[config.mk]
export PLATFORM = sky130hd
export DESIGN_NAME = msg_header_parser
export DESIGN_NICKNAME = d
export VERILOG_FILES = /design/src/rtl/msg_header_parser.sv
export SDC_FILE = /design/constraint.sdc
export NUM_CORES = 1
export LEC_CHECK = 0
export CAP_MARGIN = 20
export CORE_MARGIN = 2
export CORE_UTILIZATION = 40
export DETAILED_ROUTE_END_ITERATION = 16
export GPL_TIMING_DRIVEN = 1
export PLACE_DENSITY_LB_ADDON = 0.12
export SKIP_CTS_REPAIR_TIMING = 1
export SYNTH_ARGS = -nofsm -noshare
export SYNTH_HDL_FRONTEND = slang
export SYNTH_SLANG_ARGS = --single-unit
[constraint.sdc]
create_clock -name Clk -period 2.4 [get_ports Clk]
set_input_delay 0.36 -clock Clk [delete_from_list [all_inputs] [get_ports Clk]]
set_output_delay 0.36 -clock Clk [all_outputs]
set_load 0.03 [all_outputs]
[src/rtl/msg_header_parser.sv]
// Receive-side message header parser: hunts for the 0x1234 sync word, decodes the
// 8-byte little-endian header, then streams the payload with completion/error strobes.
module msg_header_parser #(
  parameter logic [15:0] MaxByteCount  = 16'h100,
  parameter logic [23:0] TimeoutClocks = 24'd1_000_000
) (
  input  logic        Clk,
  input  logic        Reset_n,
  input  logic [7:0]  InByte,
  input  logic        InByteReady,
  output logic [15:0] MsgByteCount,
  output logic [15:0] MsgID,
  output logic [15:0] SequenceNumber,
  output logic        HeaderValid,
  output logic [7:0]  DataByte,
  output logic        DataByteReady,
  output logic        MsgComplete,
  output logic        MsgError,
  output logic        Busy
);

  typedef enum logic [3:0] {
    Sync0, Sync1, Count0, Count1, Id0, Id1, Seq0, Seq1, Data
  } state_t;

  state_t      stateReg, stateNext;
  logic [15:0] countReg, countNext;
  logic [15:0] idReg, idNext;
  logic [7:0]  seqLoReg, seqLoNext;
  logic [15:0] remainingReg, remainingNext;
  logic [23:0] timeoutReg, timeoutNext;

  logic [15:0] msgByteCountNext, msgIdNext, sequenceNumberNext;
  logic [7:0]  dataByteNext;
  logic        headerValidNext, dataByteReadyNext, msgCompleteNext, msgErrorNext;
  logic        busyNext;

  logic        timeoutHit;
  logic [15:0] countAssembled;

  assign timeoutHit     = (stateReg != Sync0) && (timeoutReg == TimeoutClocks);
  assign countAssembled = {InByte, countReg[7:0]};

  always_comb begin
    stateNext          = stateReg;
    countNext          = countReg;
    idNext             = idReg;
    seqLoNext          = seqLoReg;
    remainingNext      = remainingReg;
    msgByteCountNext   = MsgByteCount;
    msgIdNext          = MsgID;
    sequenceNumberNext = SequenceNumber;
    dataByteNext       = DataByte;
    headerValidNext    = 1'b0;
    dataByteReadyNext  = 1'b0;
    msgCompleteNext    = 1'b0;
    msgErrorNext       = 1'b0;

    // An expired timeout wins over a byte arriving on the same cycle.
    if (timeoutHit) begin
      msgErrorNext = 1'b1;
      stateNext    = Sync0;
    end else if (InByteReady) begin
      unique case (stateReg)
        Sync0: if (InByte == 8'h34) stateNext = Sync1;
        Sync1: begin
          if (InByte == 8'h12)      stateNext = Count0;
          else if (InByte != 8'h34) stateNext = Sync0;
        end
        Count0: begin
          countNext = {8'h00, InByte};
          stateNext = Count1;
        end
        Count1: begin
          countNext = countAssembled;
          if (countAssembled < 16'd8 || countAssembled > MaxByteCount) begin
            msgErrorNext = 1'b1;
            stateNext    = Sync0;
          end else begin
            stateNext = Id0;
          end
        end
        Id0: begin
          idNext    = {8'h00, InByte};
          stateNext = Id1;
        end
        Id1: begin
          idNext    = {InByte, idReg[7:0]};
          stateNext = Seq0;
        end
        Seq0: begin
          seqLoNext = InByte;
          stateNext = Seq1;
        end
        Seq1: begin
          msgByteCountNext   = countReg;
          msgIdNext          = idReg;
          sequenceNumberNext = {InByte, seqLoReg};
          headerValidNext    = 1'b1;
          remainingNext      = countReg - 16'd8;
          if (countReg == 16'd8) begin
            msgCompleteNext = 1'b1;
            stateNext       = Sync0;
          end else begin
            stateNext = Data;
          end
        end
        Data: begin
          dataByteNext      = InByte;
          dataByteReadyNext = 1'b1;
          remainingNext     = remainingReg - 16'd1;
          if (remainingReg == 16'd1) begin
            msgCompleteNext = 1'b1;
            stateNext       = Sync0;
          end
        end
        default: stateNext = Sync0;
      endcase
    end

    if (InByteReady || stateReg == Sync0 || timeoutHit) timeoutNext = 24'd0;
    else                                               timeoutNext = timeoutReg + 24'd1;

    busyNext = (stateNext != Sync0);
  end

  always_ff @(posedge Clk) begin
    if (!Reset_n) begin
      stateReg       <= Sync0;
      countReg       <= 16'h0;
      idReg          <= 16'h0;
      seqLoReg       <= 8'h0;
      remainingReg   <= 16'h0;
      timeoutReg     <= 24'h0;
      MsgByteCount   <= 16'h0;
      MsgID          <= 16'h0;
      SequenceNumber <= 16'h0;
      DataByte       <= 8'h0;
      HeaderValid    <= 1'b0;
      DataByteReady  <= 1'b0;
      MsgComplete    <= 1'b0;
      MsgError       <= 1'b0;
      Busy           <= 1'b0;
    end else begin
      stateReg       <= stateNext;
      countReg       <= countNext;
      idReg          <= idNext;
      seqLoReg       <= seqLoNext;
      remainingReg   <= remainingNext;
      timeoutReg     <= timeoutNext;
      MsgByteCount   <= msgByteCountNext;
      MsgID          <= msgIdNext;
      SequenceNumber <= sequenceNumberNext;
      DataByte       <= dataByteNext;
      HeaderValid    <= headerValidNext;
      DataByteReady  <= dataByteReadyNext;
      MsgComplete    <= msgCompleteNext;
      MsgError       <= msgErrorNext;
      Busy           <= busyNext;
    end
  end

endmodule

# Word level (Yosys, flattened, before mapping)

Index checks and enable logic that the tools add are counted.

Bits in registers: 145

$add $sub $neg: 3
Order comparisons: 2
Equality and inequality tests: 14
Mux-type cells: 21
Bitwise operators: 5
Reductions and logical operators: 20

Operators by type and width:

| kind                  | number |
|---|---|
| $pmux 16 s2           | 3 |
| $pmux 4 s9            | 1 |
| $mux 4                | 7 |
| $add 24x1->24 const B | 1 |
| $eq 24x20->1 const B  | 1 |
| $reduce_and 3->1      | 6 |
| $eq 16x1->1 const B   | 1 |
| $eq 16x4->1 const B   | 1 |
| $eq 4x3->1 const B    | 4 |
| $gt 16x9->1 const B   | 1 |
| $lt 16x4->1 const B   | 1 |
| $sub 16x1->16 const B | 1 |
| $sub 16x4->16 const B | 1 |
| $eq 4x2->1 const B    | 2 |
| $eq 8x5->1 const B    | 1 |
| $eq 8x6->1 const B    | 1 |
| $mux 1                | 8 |
| $ne 8x6->1 const B    | 1 |
| $reduce_and 4->1      | 2 |
| $reduce_bool 4->1     | 2 |
| $reduce_bool 2->1     | 3 |
| $not 1->1             | 5 |
| $eq 4x1->1 const B    | 1 |
| $eq 4x4->1 const B    | 1 |
| other kinds (7)       | 9 |

# Depth between registers and ports, before layout

Gate-level depths: netlist of the first run.

Depth in word-level cells: 7
Depth in mapped cells: 9

# Worst setup path before layout of the first run

Ideal clock, no wire load.

Path kind: register to register
Start: reg timeoutReg[0]
End: reg timeoutReg[16]
Setup time: 117 ps
Arrival time: 1846 ps
Required time: 2283 ps
Path slack: 437 ps
Stages on the path, launching flop included: 10
Path buffers: 2
Clock period less this slack: 1963 ps
Cell sequence: dfxtp_1 -> inv_1 -> ha_1 -> nor3b_1 -> nand4_1 -> o21ai_2 -> or3_1 -> clkbuf_1 -> buf_2 -> nor2_1

Word-level cells in the longest chain between the ends: 4

RTL lines:

| item                                                  | line | RTL |
|---|---|---|
| from (decl)                                           | 31   | `logic [23:0] timeoutReg, timeoutNext;` |
| from (signal assigned)                                | 150  | `timeoutReg <= timeoutNext;` |
| branches (longest 4 deep; another with $add 24x1->24) | --   |  |

Parallel ways; which one is timed is not known.
A chain may end at the register's enable or synchronous reset.

# Worst setup path after layout of the first run

Start: reg countReg[3]
End: reg Busy

Word-level cells in the longest chain between the ends: 7

RTL lines:

| item                                       | line | RTL |
|---|---|---|
| from (decl)                                | 27   | `logic [15:0] countReg, countNext;` |
| from (signal assigned)                     | 146  | `countReg <= countNext;` |
| $lt 16x4->1 or $gt 16x9->1 (tied branches) | 76   | `if (countAssembled < 16'd8 \|\| countAssembled > MaxByteCount) begin` |
| $logic_or 1x1->1                           | 76   |  |
| $mux 3                                     | 76   |  |
| $pmux 4 s9 (*)                             | 64   | `unique case (stateReg)` |
| $mux 4 (*)                                 | 63   | `end else if (InByteReady) begin` |
| $mux 4 (*)                                 | 60   | `if (timeoutHit) begin` |
| $reduce_bool 4->1 (*)                      | 124  | `busyNext = (stateNext != Sync0);` |
| to (signal assigned)                       | 159  | `Busy <= busyNext;` |
| to (decl)                                  | 19   | `output logic Busy` |

Mark *: on every way between the ends. The rest lies on a longest branch, timed or not.

==> results.txt, run 1 <==
Max stage delay on crit path: 0.56 ns
Ys async rst share: 0
# IOs: 72
CTS tree: yes
Site Rows: 46
Mean post-synth cell area: 8.013 sq um
Cells after synthesis: 794
Worst setup EP type: flip-flop
Max Clock Freq: 467.8 MHz
Synth warn: 0
Die Span X: 130.1 um
CP Data Required Time: 2.76 ns
Most used flip-flop cell after synthesis: dfxtp_1
Starting Density: 0.4049
Nets@finish: 887
Setup CP Type: reg -> reg
Final period util: 0.8907
Setup-failing EPs final: 0
Post-synth EDFFs: 0
Worst-path maximum fanout: 7
Crit path buffers/inverters: 1
Status: finished, final reports clean
DRT iter0 DRCs: 455
VDD IR max: 507.1 uV
Post-synth cell types: 64
Die area: 16930 sq um
Critical path depth: 7
Antenna Nets Post-Route: 0
Max stage delay cell, worst path: or4b_1
Top delay family on crit path: compound AO/OA/AOI/OAI gates
Share of post-route cells with drive strength above 1: 0.09513
H-tree depth: 4
Total of max-cap violations: 0
Largest net degree at the start of global routing: 57
Reg clk slew, reported paths: 0.06 ns
Max clock buf depth: 2
Root Driver: clkbuf_16
Drt via density: 5.260
Post-Syn Nets: 811
CP cell instances: inv_1 -> ha_1 -> or4b_1 -> o41ai_1 -> o2111a_1 -> a2111oi_0 -> o22ai_1
Initial antenna violation count: 0
CTS Buf Count: 17
Post-synth top area cell: dfxtp_1
Mapped cell area: 6362 sq um
Fin. max-slew vios: 0
Most frequent cells in the layout: 157 x nand2_1, 145 x dfxtp_1, 91 x a21oi_1
GPL Wtd Cong: 0.8951
Least-Margin Pin Slew: 0.5082 ns
CP arrival: 2.49 ns
Wire length per cell: 15.65 um
Synthesis-to-finish area growth: 26.88%
Worst-skew pair later-pin latency: 0.43 ns
Worst r2r path cells: 7
Die Ht: 130.1 um
Total gr overflow: 0
Area of the core: 15710 sq um
Lkg Pwr: 2.769 nW
Vias in the first global route: 5430
Final Hold Fails: 0
PD cells: 646.5 nW/um^2
Most common cell after layout, fill and taps aside: nand2_1
Setup tns final: 0 ns
Ant diodes: 0
DR DRC count: 0
CTS Sinks: 145
Number of I/O port buffers: 71
DRT Pass-1 Iters: 5
First-pass GRT wire length: 27630 um
FILL cells: 1490
Synth top area share: 0.4562
Worst hold slack: 0.4504 ns
Synthesis-stage register bit count: 145
All-layer global routing usage: 0.2069
Via Count: 5781
Minimum clock period: 2.138 ns
Worst Clk Skew: 0.008955 ns
Max_slew headroom: 0.6612
Routed WL: 17200 um
Hold Path Cell Cnt: 2
Hold Path Class: reg -> reg
RSZ-0062 raised after global routing: false
Setup crit start kind: flip-flop
DP HPWL: 11970 um
Register area share after synthesis: 0.4562
Top cells by area, synth: dfxtp_1 46%, nand2_1 9.3%, a21oi_1 7.2%, nor2_1 3.9%, nand3_1 3.2%
-- per-layer routing --
layer  global-route usage  up-vias  share of wire
li1                     -     2885              -
met1               0.2785     2731           0.48
met2               0.3311      144           0.46
met3              0.04182       21          0.041
met4              0.07274        0          0.018
met5                    0        -              0
-- logic make-up (layout without fill, tap and decap cells) --
logic type | count (synthesis) | in the layout | share of synthesized area
simple gates | 350 | 350 | 0.2610
buf+inv | 71 | 160 | 0.04425
compound gates | 174 | 174 | 0.1575
xor+xnor | 32 | 32 | 0.04405
mux | 16 | 16 | 0.02517
flops | 145 | 145 | 0.4562
fa+ha+maj | 6 | 6 | 0.01180
-- area by class of cell --
class,count,area [sq um],area share
Clock inverter,12,146.4,0.01813
Tap cell,216,270.3,0.03348
Inverter,18,67.56,0.008370
Multi-Input combinational cell,578,3201,0.3965
Clock buffer,20,456.7,0.05657
Timing Repair Buffer,110,1028,0.1274
Sequential cell,145,2903,0.3596
-- worst reg2reg max path, stage by stage (launching register included) --
cell	delay [ns]
dfxtp_1	0.37
inv_1	0.08
ha_1	0.22
or4b_1	0.56
o41ai_1	0.33
o2111a_1	0.27
a2111oi_0	0.10
o22ai_1	0.14
-- synth_stat cells (2+ instances only) --
| cell type | n |
|---|---|
| nor2_1 | 66 |
| o211ai_1 | 10 |
| a211o_1 | 3 |
| o21ai_0 | 39 |
| nor2b_1 | 2 |
| nor3_1 | 19 |
| dfxtp_1 | 145 |
| buf_2 | 12 |
| nand4_1 | 10 |
| xor2_1 | 11 |
| inv_1 | 18 |
| nor3b_1 | 4 |
| and4_1 | 5 |
| nand3_1 | 41 |
| nor4_1 | 9 |
| nand2_1 | 157 |
| xnor2_1 | 21 |
| o31ai_1 | 2 |
| or4b_1 | 2 |
| o21ai_1 | 6 |
| o2111ai_1 | 2 |
| ha_1 | 6 |
| nand2b_1 | 2 |
| nor4_2 | 2 |
| o21a_1 | 2 |
| and2_1 | 12 |
| mux2i_1 | 16 |
| and3_1 | 4 |
| a21oi_1 | 92 |
| clkbuf_1 | 40 |
-- power by group --
part / internal, mW / switching [mW] / total (mW) / leakage [nW]
combinational: 0.0406 / 0.0781 / 0.119 / 1.32
sequential: 2.41 / 0.0000902 / 2.41 / 1.17
clock: 1.61 / 1.09 / 2.69 / 0.286
-- stage by stage --
| stage | total power [mW] | instances | setup slack, ns | cell area, sq um | util |
|---|---|---|---|---|---|
| global placement | 2.576 | 1067 | 0.3198 | 7470 | 0.4754 |
| CTS | 5.267 | 1099 | 0.2870 | 8073 | 0.5138 |
| global route | 5.372 | 1099 | 0.06334 | 8073 | 0.5138 |
| floorplan | 2.510 | 794 | 0.4367 | 6362 | - |
| detailed placement | 2.577 | 1067 | 0.2311 | 7470 | 0.4754 |
| finish | 5.219 | 1099 | 0.2623 | 8073 | 0.5138 |
-- path summary, 6_finish.rpt --
check,endpoint,slack [ns],startpoint
min,MsgID[4],0.45,idReg[4]
max reg2reg,Busy,0.26,countReg[3]
min reg2reg,MsgID[4],0.45,idReg[4]
max,Busy,0.26,countReg[3]
-- flip-flops by register name (all words and copies together) (netlist names), 4 cells and up --
signal          count
stateReg            4
idReg              16
seqLoReg            8
countReg           16
MsgID              16
timeoutReg         24
SequenceNumber     16
MsgByteCount       16
DataByte            8
remainingReg       16
(Power assumes the default switching activity.)
==> run 2, diff against run 1 <==
- CTS_CLUSTER_SIZE: not set -> 28
- HOLD_SLACK_MARGIN: not set -> 0.15
==> results of run 2 <==
Same layout as run 1: the final DEF is identical, and so are final timing and power.
==> run 3, diff against run 2 <==
- CORE_MARGIN: 2 -> 1.5
==> run 3 against run 2 <==
Against the previous run:
- register-to-register slack lost 0.03 ns
- clock power is essentially flat
- largest power group unchanged
- sequential share of layout area is essentially flat
- utilization grew 1.1 points
- combinational power is essentially flat
- final cell count shrank 0.55%
- die area shrank 1.5%
- global-route usage grew 0.19 points
- via count shrank 1.1%
==> results.txt, run 3 (same netlist as run 1, synthesis figures left out) <==
# IOs: 72 (unchanged)
Status: finished, final reports clean
Initial antenna violation count: 0 (unchanged)
CTS Sinks: 145 (unchanged)
Wire length per cell: 15.19 um (-2.9%)
Placed cell area: 7468 sq um (about the same)
Vias in the first global route: 5328 (-1.9%)
H-tree depth: 4 (unchanged)
Ant diodes: 0 (unchanged)
Setup CP Type: reg -> reg
Max reg flops: 24 (unchanged)
First-pass GRT wire length: 27230 um (-1.5%)
Overall Power: 5.229 mW (+0.20%)
Max_slew headroom: 0.6918 (+0.03061)
CTS tree: yes
Final period util: 0.9051 (+0.01433)
Largest register by flop count: timeoutReg
CP Data Required Time: 2.75 ns (about the same)
Site Rows: 45 (-2.2%)
Max Clock Freq: 460.4 MHz (-1.6%)
Worst-path maximum fanout: 7 (unchanged)
Reg clk slew, reported paths: 0.06 ns (about the same)
Fin. max-slew vios: 0 (unchanged)
Worst Clk Skew: 0.007820 ns (-0.001135 ns)
Setup crit start kind: flip-flop
Routed WL: 16610 um (-3.5%)
Worst setup EP type: flip-flop
Area of the core: 15370 sq um (-2.2%)
Starting Density: 0.4139 (+0.008998)
Final Worst Setup Slack: 0.2279 ns (-0.03440 ns)
CTS Buf Count: 17 (unchanged)
Worst-skew pair later-pin latency: 0.42 ns (about the same)
Number of I/O port buffers: 71 (unchanged)
Met3 wire len: 725 um (+2.3%)
DRT iter0 DRCs: 465 (+2.2%)
Nets@finish: 886 (-0.11%)
CP arrival: 2.52 ns (+0.03 ns)
Hold Path Class: reg -> reg
DRT Pass-1 Iters: 4 (-1)
Most common cell after layout, fill and taps aside: nand2_1
Die Span X: 129.1 um (-0.77%)
Post-Route M1 WL: 8119 um (-1.2%)
Least-Margin Pin Slew: 0.4506 ns (-0.05756 ns)
FILL cells: 1452 (-2.6%)
DR DRC count: 0 (unchanged)
Drt via density: 5.230 (-0.58%)
Max clock buf depth: 2 (unchanged)
Antenna Nets Post-Route: 0 (unchanged)
Setup tns final: 0 ns (unchanged)
Post-placement cell count: 1061 (-0.56%)
Root Driver: clkbuf_16
Setup-failing EPs final: 0 (unchanged)
Synthesis-to-finish area growth: 26.90% (about the same)
Die Ht: 129.1 um (-0.77%)
Minimum clock period: 2.172 ns (+0.03440 ns)
Most frequent cells in the layout: 157 x nand2_1, 145 x dfxtp_1, 91 x a21oi_1
Layout Cells excl Fill: 1093 (-0.55%)
All-layer global routing usage: 0.2089 (+0.001918)
Share of post-route cells with drive strength above 1: 0.09524 (+0.0001079)
Max layer used: met4
Die area: 16670 sq um (-1.5%)
Place WS: 0.2248 ns (-0.006279 ns)
PD cells: 647.7 nW/um^2 (+0.18%)
Largest net degree at the start of global routing: 73 (+28%)
Lkg Pwr: 2.781 nW (+0.43%)
Final Hold Fails: 0 (unchanged)
DP HPWL: 11600 um (-3.1%)
Total of max-cap violations: 0 (unchanged)
Finished Cell Area: 8074 sq um (about the same)
GPL Wtd Cong: 0.9202 (+2.8%)
RSZ-0062 raised after global routing: false
Metal2 WL: 7411 um (-7.0%)
Total gr overflow: 0 (unchanged)
Via Count: 5716 (-1.1%)
VDD IR max: 465.3 uV (-8.2%)
-- run 3: layer usage --
layer	vias to the layer above	GRT usage
met2	140	0.3242
met5	-	0
li1	2885	-
met4	0	0.08196
met1	2665	0.2834
met3	26	0.04583
-- run 3: critical path, cell delays in order (launching register included) --
cell	delay, ns
dfxtp_1	0.38
inv_1	0.09
ha_1	0.22
or4b_1	0.58
o41ai_1	0.30
o2111a_1	0.27
a2111oi_0	0.12
o22ai_1	0.15
-- run 3: area by class of cell --
class | instances | area [sq um] | share of cell area
flip-flops and latches | 145 | 2903 | 0.3595
well taps | 211 | 264.0 | 0.03270
clock inverters | 14 | 166.4 | 0.02061
clock buffers | 18 | 439.2 | 0.05439
inverters | 18 | 67.56 | 0.008368
multi-input cells | 578 | 3201 | 0.3964
repair buffers | 109 | 1033 | 0.1280
-- run 3: worst paths after layout --
path,from,endpoint,slack [ns],cells past startpoint
max,countReg[3],Busy,0.23,7
min,idReg[5],MsgID[5],0.45,2
max reg2reg,countReg[3],Busy,0.23,7
min reg2reg,idReg[5],MsgID[5],0.45,2
-- run 3: report_power, final --
| part | switching, mW | internal (mW) |
|---|---|---|
| sequential | 0.0000705 | 2.41 |
| combinational | 0.0765 | 0.0406 |
| clock | 1.11 | 1.60 |
-- run 3: metrics by stage --
stage / hold slack [ns] / utilization
2_1_floorplan: 0.4284 / -
3_3_place_gp: 0.4433 / 0.4859
3_5_place_dp: 0.4470 / 0.4859
4_1_cts: 0.4560 / 0.5253
5_1_grt: 0.4716 / 0.5253
6_report: 0.4524 / 0.5253
